===== src/rtl/hdlc_rx_frame_ctrl.sv =====
// -----------------------------------------------------------------------------
// hdlc_rx_frame_ctrl
//
// Frame-level controller for the HDLC receive path. Consumes the one-cycle
// flag / abort / new-byte strobes from the Rx shifter and zero-removal logic,
// tracks frame boundaries, writes received bytes into the Rx frame buffer and
// reports abort, overflow, end-of-frame and short-frame conditions.
//
// Parameters
//   MAX_BYTES  Rx buffer depth in bytes; bytes beyond this set Rx_Overflow
//   MIN_BYTES  minimum valid frame length (address+control+FCS)
//   AW         buffer address width
//
// Ports
//   Clk             in   system clock, all logic on posedge
//   Rst             in   synchronous reset, active-low
//   RxEN            in   receiver enable; low forces IDLE and clears outputs
//   Rx_FlagDetect   in   strobe: flag sequence recognised
//   Rx_AbortDetect  in   strobe: abort sequence recognised
//   Rx_NewByte      in   strobe: Rx_Data holds a de-stuffed byte
//   Rx_Data         in   received byte
//   Rx_FrameRead    in   host pulse: frame consumed, release buffer
//   Rx_ValidFrame   out  high while inside a frame
//   Rx_WrBuff       out  buffer write strobe
//   Rx_WrAddr       out  buffer write address
//   Rx_WrData       out  buffer write data
//   Rx_AbortSignal  out  pulse: abort inside a frame
//   Rx_Overflow     out  sticky: frame exceeded MAX_BYTES
//   Rx_EoF          out  pulse: good closing flag received
//   Rx_FrameError   out  pulse: closing flag on a too-short frame
//   Rx_FrameSize    out  byte count of the completed frame
//   Rx_Ready        out  frame available for the host
// -----------------------------------------------------------------------------
module hdlc_rx_frame_ctrl #(
  parameter int MAX_BYTES = 128,
  parameter int MIN_BYTES = 4,
  parameter int AW        = $clog2(MAX_BYTES)
) (
  input  logic          Clk,
  input  logic          Rst,
  input  logic          RxEN,
  input  logic          Rx_FlagDetect,
  input  logic          Rx_AbortDetect,
  input  logic          Rx_NewByte,
  input  logic [7:0]    Rx_Data,
  input  logic          Rx_FrameRead,
  output logic          Rx_ValidFrame,
  output logic          Rx_WrBuff,
  output logic [AW-1:0] Rx_WrAddr,
  output logic [7:0]    Rx_WrData,
  output logic          Rx_AbortSignal,
  output logic          Rx_Overflow,
  output logic          Rx_EoF,
  output logic          Rx_FrameError,
  output logic [AW:0]   Rx_FrameSize,
  output logic          Rx_Ready
);

  localparam int CW = AW + 1;
  localparam logic [CW-1:0] L_MAX = CW'(MAX_BYTES);
  localparam logic [CW-1:0] L_MIN = CW'(MIN_BYTES);

  typedef enum logic [1:0] {
    S_IDLE  = 2'd0,
    S_HUNT  = 2'd1,
    S_FRAME = 2'd2,
    S_DONE  = 2'd3
  } state_t;

  state_t        r_state,       w_state;
  logic [CW-1:0] r_count,       w_count;
  logic          r_valid_frame, w_valid_frame;
  logic          r_wr_buff,     w_wr_buff;
  logic [AW-1:0] r_wr_addr,     w_wr_addr;
  logic [7:0]    r_wr_data,     w_wr_data;
  logic          r_abort,       w_abort;
  logic          r_overflow,    w_overflow;
  logic          r_eof,         w_eof;
  logic          r_frame_error, w_frame_error;
  logic [CW-1:0] r_frame_size,  w_frame_size;
  logic          r_ready,       w_ready;

  // Byte count after accepting this cycle's byte; a coincident flag is judged
  // against this value, so the byte is always counted before the flag.
  logic [CW-1:0] w_count_upd;

  // NOTE: every signal driven here gets a default before any branch, so no
  // path can leave it unassigned and infer a latch.
  always_comb begin
    w_state       = r_state;
    w_count       = r_count;
    w_valid_frame = r_valid_frame;
    w_wr_buff     = 1'b0;
    w_wr_addr     = r_wr_addr;
    w_wr_data     = r_wr_data;
    w_abort       = 1'b0;
    w_overflow    = r_overflow;
    w_eof         = 1'b0;
    w_frame_error = 1'b0;
    w_frame_size  = r_frame_size;
    w_ready       = r_ready;
    w_count_upd   = r_count;

    if (!RxEN) begin
      // Receiver disabled: discard everything silently, no abort pulse.
      w_state       = S_IDLE;
      w_count       = '0;
      w_valid_frame = 1'b0;
      w_wr_addr     = '0;
      w_wr_data     = '0;
      w_overflow    = 1'b0;
      w_frame_size  = '0;
      w_ready       = 1'b0;
    end else begin
      unique case (r_state)
        S_IDLE: begin
          w_state = S_HUNT;
        end

        S_HUNT: begin
          // Abort takes precedence over a coincident flag.
          if (Rx_FlagDetect && !Rx_AbortDetect) begin
            w_state       = S_FRAME;
            w_count       = '0;
            w_overflow    = 1'b0;
            w_valid_frame = 1'b1;
          end
        end

        S_FRAME: begin
          if (Rx_AbortDetect) begin
            // A byte arriving with the abort is dropped.
            w_state       = S_HUNT;
            w_count       = '0;
            w_valid_frame = 1'b0;
            w_abort       = 1'b1;
          end else begin
            if (Rx_NewByte) begin
              if (r_count < L_MAX) begin
                w_wr_buff   = 1'b1;
                w_wr_addr   = r_count[AW-1:0];
                w_wr_data   = Rx_Data;
                w_count_upd = r_count + CW'(1);
              end else begin
                w_overflow  = 1'b1;
              end
            end
            w_count = w_count_upd;

            if (Rx_FlagDetect) begin
              if (w_count_upd == '0) begin
                // Shared or back-to-back flag: still waiting for data.
                w_count = '0;
              end else if (w_count_upd < L_MIN) begin
                // Too short; the flag doubles as the next opening flag.
                w_frame_error = 1'b1;
                w_count       = '0;
                w_overflow    = 1'b0;
              end else begin
                w_eof         = 1'b1;
                w_frame_size  = w_count_upd;
                w_valid_frame = 1'b0;
                w_ready       = 1'b1;
                w_count       = '0;
                w_state       = S_DONE;
              end
            end
          end
        end

        S_DONE: begin
          // Frame held for the host; line strobes are ignored here.
          if (Rx_FrameRead) begin
            w_state    = S_HUNT;
            w_ready    = 1'b0;
            w_overflow = 1'b0;
          end
        end

        default: begin
          w_state = S_IDLE;
        end
      endcase
    end
  end

  // NOTE: sequential state uses non-blocking assignments so every register
  // samples the pre-edge value of every other register.
  always_ff @(posedge Clk) begin
    if (!Rst) begin
      r_state       <= S_IDLE;
      r_count       <= '0;
      r_valid_frame <= 1'b0;
      r_wr_buff     <= 1'b0;
      r_wr_addr     <= '0;
      r_wr_data     <= '0;
      r_abort       <= 1'b0;
      r_overflow    <= 1'b0;
      r_eof         <= 1'b0;
      r_frame_error <= 1'b0;
      r_frame_size  <= '0;
      r_ready       <= 1'b0;
    end else begin
      r_state       <= w_state;
      r_count       <= w_count;
      r_valid_frame <= w_valid_frame;
      r_wr_buff     <= w_wr_buff;
      r_wr_addr     <= w_wr_addr;
      r_wr_data     <= w_wr_data;
      r_abort       <= w_abort;
      r_overflow    <= w_overflow;
      r_eof         <= w_eof;
      r_frame_error <= w_frame_error;
      r_frame_size  <= w_frame_size;
      r_ready       <= w_ready;
    end
  end

  assign Rx_ValidFrame  = r_valid_frame;
  assign Rx_WrBuff      = r_wr_buff;
  assign Rx_WrAddr      = r_wr_addr;
  assign Rx_WrData      = r_wr_data;
  assign Rx_AbortSignal = r_abort;
  assign Rx_Overflow    = r_overflow;
  assign Rx_EoF         = r_eof;
  assign Rx_FrameError  = r_frame_error;
  assign Rx_FrameSize   = r_frame_size;
  assign Rx_Ready       = r_ready;

endmodule


===== config.mk =====
export PLATFORM = sky130hd
export DESIGN_NAME = hdlc_rx_frame_ctrl
export DESIGN_NICKNAME = d
export VERILOG_FILES = /design/src/rtl/hdlc_rx_frame_ctrl.sv
export SDC_FILE = /design/constraint.sdc
export NUM_CORES = 1
export LEC_CHECK = 0
export BUFFER_PORTS_ARGS = -buffer_cell sky130_fd_sc_hd__buf_2
export CAP_MARGIN = 5
export CORE_MARGIN = 2
export CORE_UTILIZATION = 27
export DETAILED_ROUTE_END_ITERATION = 16
export PLACE_DENSITY = 0.47
export SYNTH_ARGS = -nofsm -noshare
export SYNTH_HDL_FRONTEND = slang
export SYNTH_SLANG_ARGS = --single-unit

===== constraint.sdc =====
create_clock -name Clk -period 1.8 [get_ports Clk]
set_input_delay 0.18 -clock Clk [delete_from_list [all_inputs] [get_ports Clk]]
set_output_delay 0.18 -clock Clk [all_outputs]
set_load 0.1 [all_outputs]

==> metrics.md <==
| Metric | Value |
|---|---|
| Outcome | complete, no violations |
| Initial Util | 28.2% |
| Post-Syn Area per Cell | 8.02 µm² |
| Syn. warnings | 0 |
| Crit-path cells | ha_2, nand4_1, xor2_1, buf_4, o211a_4, mux2_4, a21oi_2 |
| Commonest cells post-synth | nand2_1 (47), dfxtp_1 (40), a21oi_1 (29), nor2_1 (18), clkbuf_1 (10) |
| Worst Path Arrival | 1960 ps |
| Gr usage total | 14.2% |
| Post-synthesis cell type count | 43 |
| Worst-margin pin slew | 492 ps |
| Switch share | 22.9% |
| Core area | 6910 µm² |
| Post-CTS Setup Bufs | 0 |
| Fin. max-slew vios | 0 |
| First-pass GRT wire length | 8.51 mm |
| PD cells | 626 nW/µm² |
| # setup viols final | 0 |
| Overflow after GRT | 0 |
| Maximum vdd ir drop | 0.000280 V |
| Worst r2r dst | r_state[1] |
| Worst path required time | 2030 ps |
| CP Launch Type | flip-flop |
| DIE AREA | 7920 µm² |
| CP Class | reg2reg |
| CTS max path bufs | 2 |
| Most used DFF post-synth | dfxtp_1 |
| Via count | 1,855 |
| Max_cap viols | 0 |
| Net Switching | 368 µW |
| Share of flip-flops with an asynchronous set or reset | 0% |
| Hold worst-path end | Rx_WrData[7] |
| Post-DRT Antenna Nets | 0 |
| Max Clock Freq | 0.579 GHz |
| # diodes | 0 |
| Initial antenna violation count | 0 |
| Slew headroom | 67.4% |
| Hpwl dp | 4.04 mm |
| Number of global-route vias before repair | 1,626 |
| Sequential Power Share | 55.2% |
| Pleak | 1.03 nW |
| Number of enable flip-flop cells after synthesis | 0 |
| Drt first pass iters | 4 |
| Final hold vios | 0 |
| Hold path depth | 3 |
| Clk root buf | clkbuf_8 |
| Crit Reg-Reg Startpoint | r_count[0] |
| CTS tree | done |
| RSZ-0062 raised after global routing | true |
| Clk network pwr share | 38.4% |
| H-tree depth | 2 |
| Seq cells post-synth | 40 |
| Largest net degree at the start of global routing | 30 |
| Routed length per instance | 13.6 µm |
| Synth top area cells | dfxtp_1 (41%), nand2_1 (9.1%), a21oi_1 (7.4%), nor2_1 (3.5%), ha_1 (3.2%) |
| Final WL | 5.47 mm |
| Cts bufs inserted | 5 |
| Util after Layout | 37.2% |
| Syn Nets | 263 |
| Most frequent cell after synthesis | nand2_1 |
| Placer's final routability congestion estimate | 0.838 |
| FF-to-FF setup slack | 70 ps |
| Layout cell share with drive strength beyond 1 | 31.4% |
| CTS sink count | 40 |
| Netlist Area Pre-Place | 1950 µm² |
| Hold_sp | Rx_Data[7] |
| Synth top area share | 41.1% |
| R2r worst-path depth | 7 |
| Worst hold slack | 117 ps |
| Post-route minimum period | 1730 ps |
| Final net count | 325 |
| FILL cells | 755 |
| Violation count after the first detailed-route iteration | 110 |
| Num rows | 30 |
| Sequential share of the synthesized area | 41.1% |
| Final period util | 96.0% |
| DRC viols | 0 |
| Die X | 89.0 µm |
| Ports | 45 |
| Area growth syn-to-layout | 32.0% |
| Chip Height | 89.0 µm |
| CP startpoint | r_count[0] |
| CP endpoint kind | flip-flop |
| Port bufs | 44 |
| Slowest-stage cell, CP | dfxtp_2 |
| Leading area contributor after synthesis | dfxtp_1 |
| Critical-path maximum fanout | 7 |
| HP Class | in2reg |
| Int Power | 1.24 mW |
| Vias per std cell | 4.61 |
| Worst clock skew | 7.12 ps |
| Clk pin slew, worst setup/hold paths | 80 ps |
| CP max stage delay | 340 ps |
| Gate power share | 6.4% |
| Synth Instances | 243 |
| Skew-Pair Late Insertion Delay | 290 ps |
[routing by layer]
layer / global-route usage [%] / wire [µm] / share of wire (%) / vias up
met5: 0 / 0 / 0 / -
met2: 20.5 / 2400 / 44 / 41
met3: 3.23 / 305 / 5.6 / 4
li1: - / - / - / 965
met1: 20.7 / 2710 / 49 / 845
met4: 4.88 / 63 / 1.2 / 0
[layout by cell type (no fill, tap or decap), types with 2 or more instances in the layout]
cell      Yosys  layout
nand2_1      47      47
buf_2         6      44
dfxtp_1      40      37
a21oi_1      29      29
buf_4         0      28
nor2_1       18      18
nor3_1        8       8
o21ai_0       8       8
clkbuf_8      0       6
inv_1         5       5
nand4_1       5       5
nand3_1       5       5
nor2b_1       4       4
xor2_1        4       4
o22ai_1       4       4
xnor2_1       3       3
nand2b_1      3       3
and2_1        3       3
mux2i_1       3       3
ha_1          5       3
dfxtp_2       0       3
o21a_1        2       2
a211oi_1      3       2
a311oi_2      0       2
a22oi_1       2       2
and3_1        2       2
o21bai_1      2       2
ha_2          0       2
clkbuf_1     10       2
[power groups by stage]
stage	logic, mW	clock network, mW	registers [mW]
floorplan	0.0478	0	0.911
global route	0.112	0.675	0.889
CTS	0.0978	0.643	0.888
finish	0.103	0.618	0.888
global placement	0.0978	0	0.909
detailed placement	0.0974	0	0.909
[sequential cells by signal, summed over array words and instances, names as in the netlist]
register,count
r_count,8
Rx_AbortSignal,1
Rx_Overflow,1
Rx_FrameSize,8
Rx_EoF,1
Rx_FrameError,1
Rx_WrData,8
Rx_WrBuff,1
r_state,2
Rx_WrAddr,7
Rx_ValidFrame,1
Rx_Ready,1
[cells by family after synthesis]
kind of cell    count (synthesis)  share of synthesized area, %
compound gates                 62                          20.3
xor+xnor                        7                          3.15
fa+ha+maj                       5                          3.21
buf+inv                        23                          5.58
flops                          40                          41.1
mux                             4                          2.31
simple gates                  102                          24.3
[worst max path at each step]
stage | cells after the start | to | slack [ps]
after floorplan | 7 | Rx_Overflow | 50
final | 7 | r_state[1] | 70
after global routing | 6 | Rx_Overflow | -20
after detailed placement | 6 | r_count[1] | 40
after CTS | 6 | r_count[1] | 10
after global placement | 7 | Rx_Overflow | 60
[repair_timing]
item,4_1_cts,5_1_grt
resized for setup,0,13
endpoints found under the setup margin,0,9
hold endpoints to repair,0,0
hold buffers,0,0
[area by class of cell]
type / count / area, µm² / area share [%]
multi-input cells: 180 / 1100 / 42.7
repair buffers: 73 / 442 / 17.2
well taps: 96 / 120 / 4.67
inverters: 5 / 18.8 / 0.730
flip-flops and latches: 40 / 805 / 31.3
clock buffers: 8 / 90.1 / 3.50
[metrics by stage]
stage | power, mW | TNS, ps | area (µm²) | worst slack (ps) | cells
detailed placement | 1.01 | 0 | 2420 | 38.0 | 394
global placement | 1.01 | 0 | 2420 | 56.1 | 394
floorplan | 0.959 | 0 | 1960 | 47.0 | 243
global route | 1.68 | -37.7 | 2570 | -17.8 | 402
CTS | 1.63 | 0 | 2510 | 13.7 | 402
finish | 1.61 | 0 | 2570 | 72.8 | 402
[critical path: cells and delay by family, from the launching register on]
kind                     cells  cell delay, ps
AND/OR/NAND/NOR              1             110
multiplexers                 1             320
XOR/XNOR                     1             220
buffers and inverters        1             160
flip-flops                   1             340
adder cells (fa/ha/maj)      1             190
AO/OA/AOI/OAI                2             350
Power figures use the tool's default switching activity.
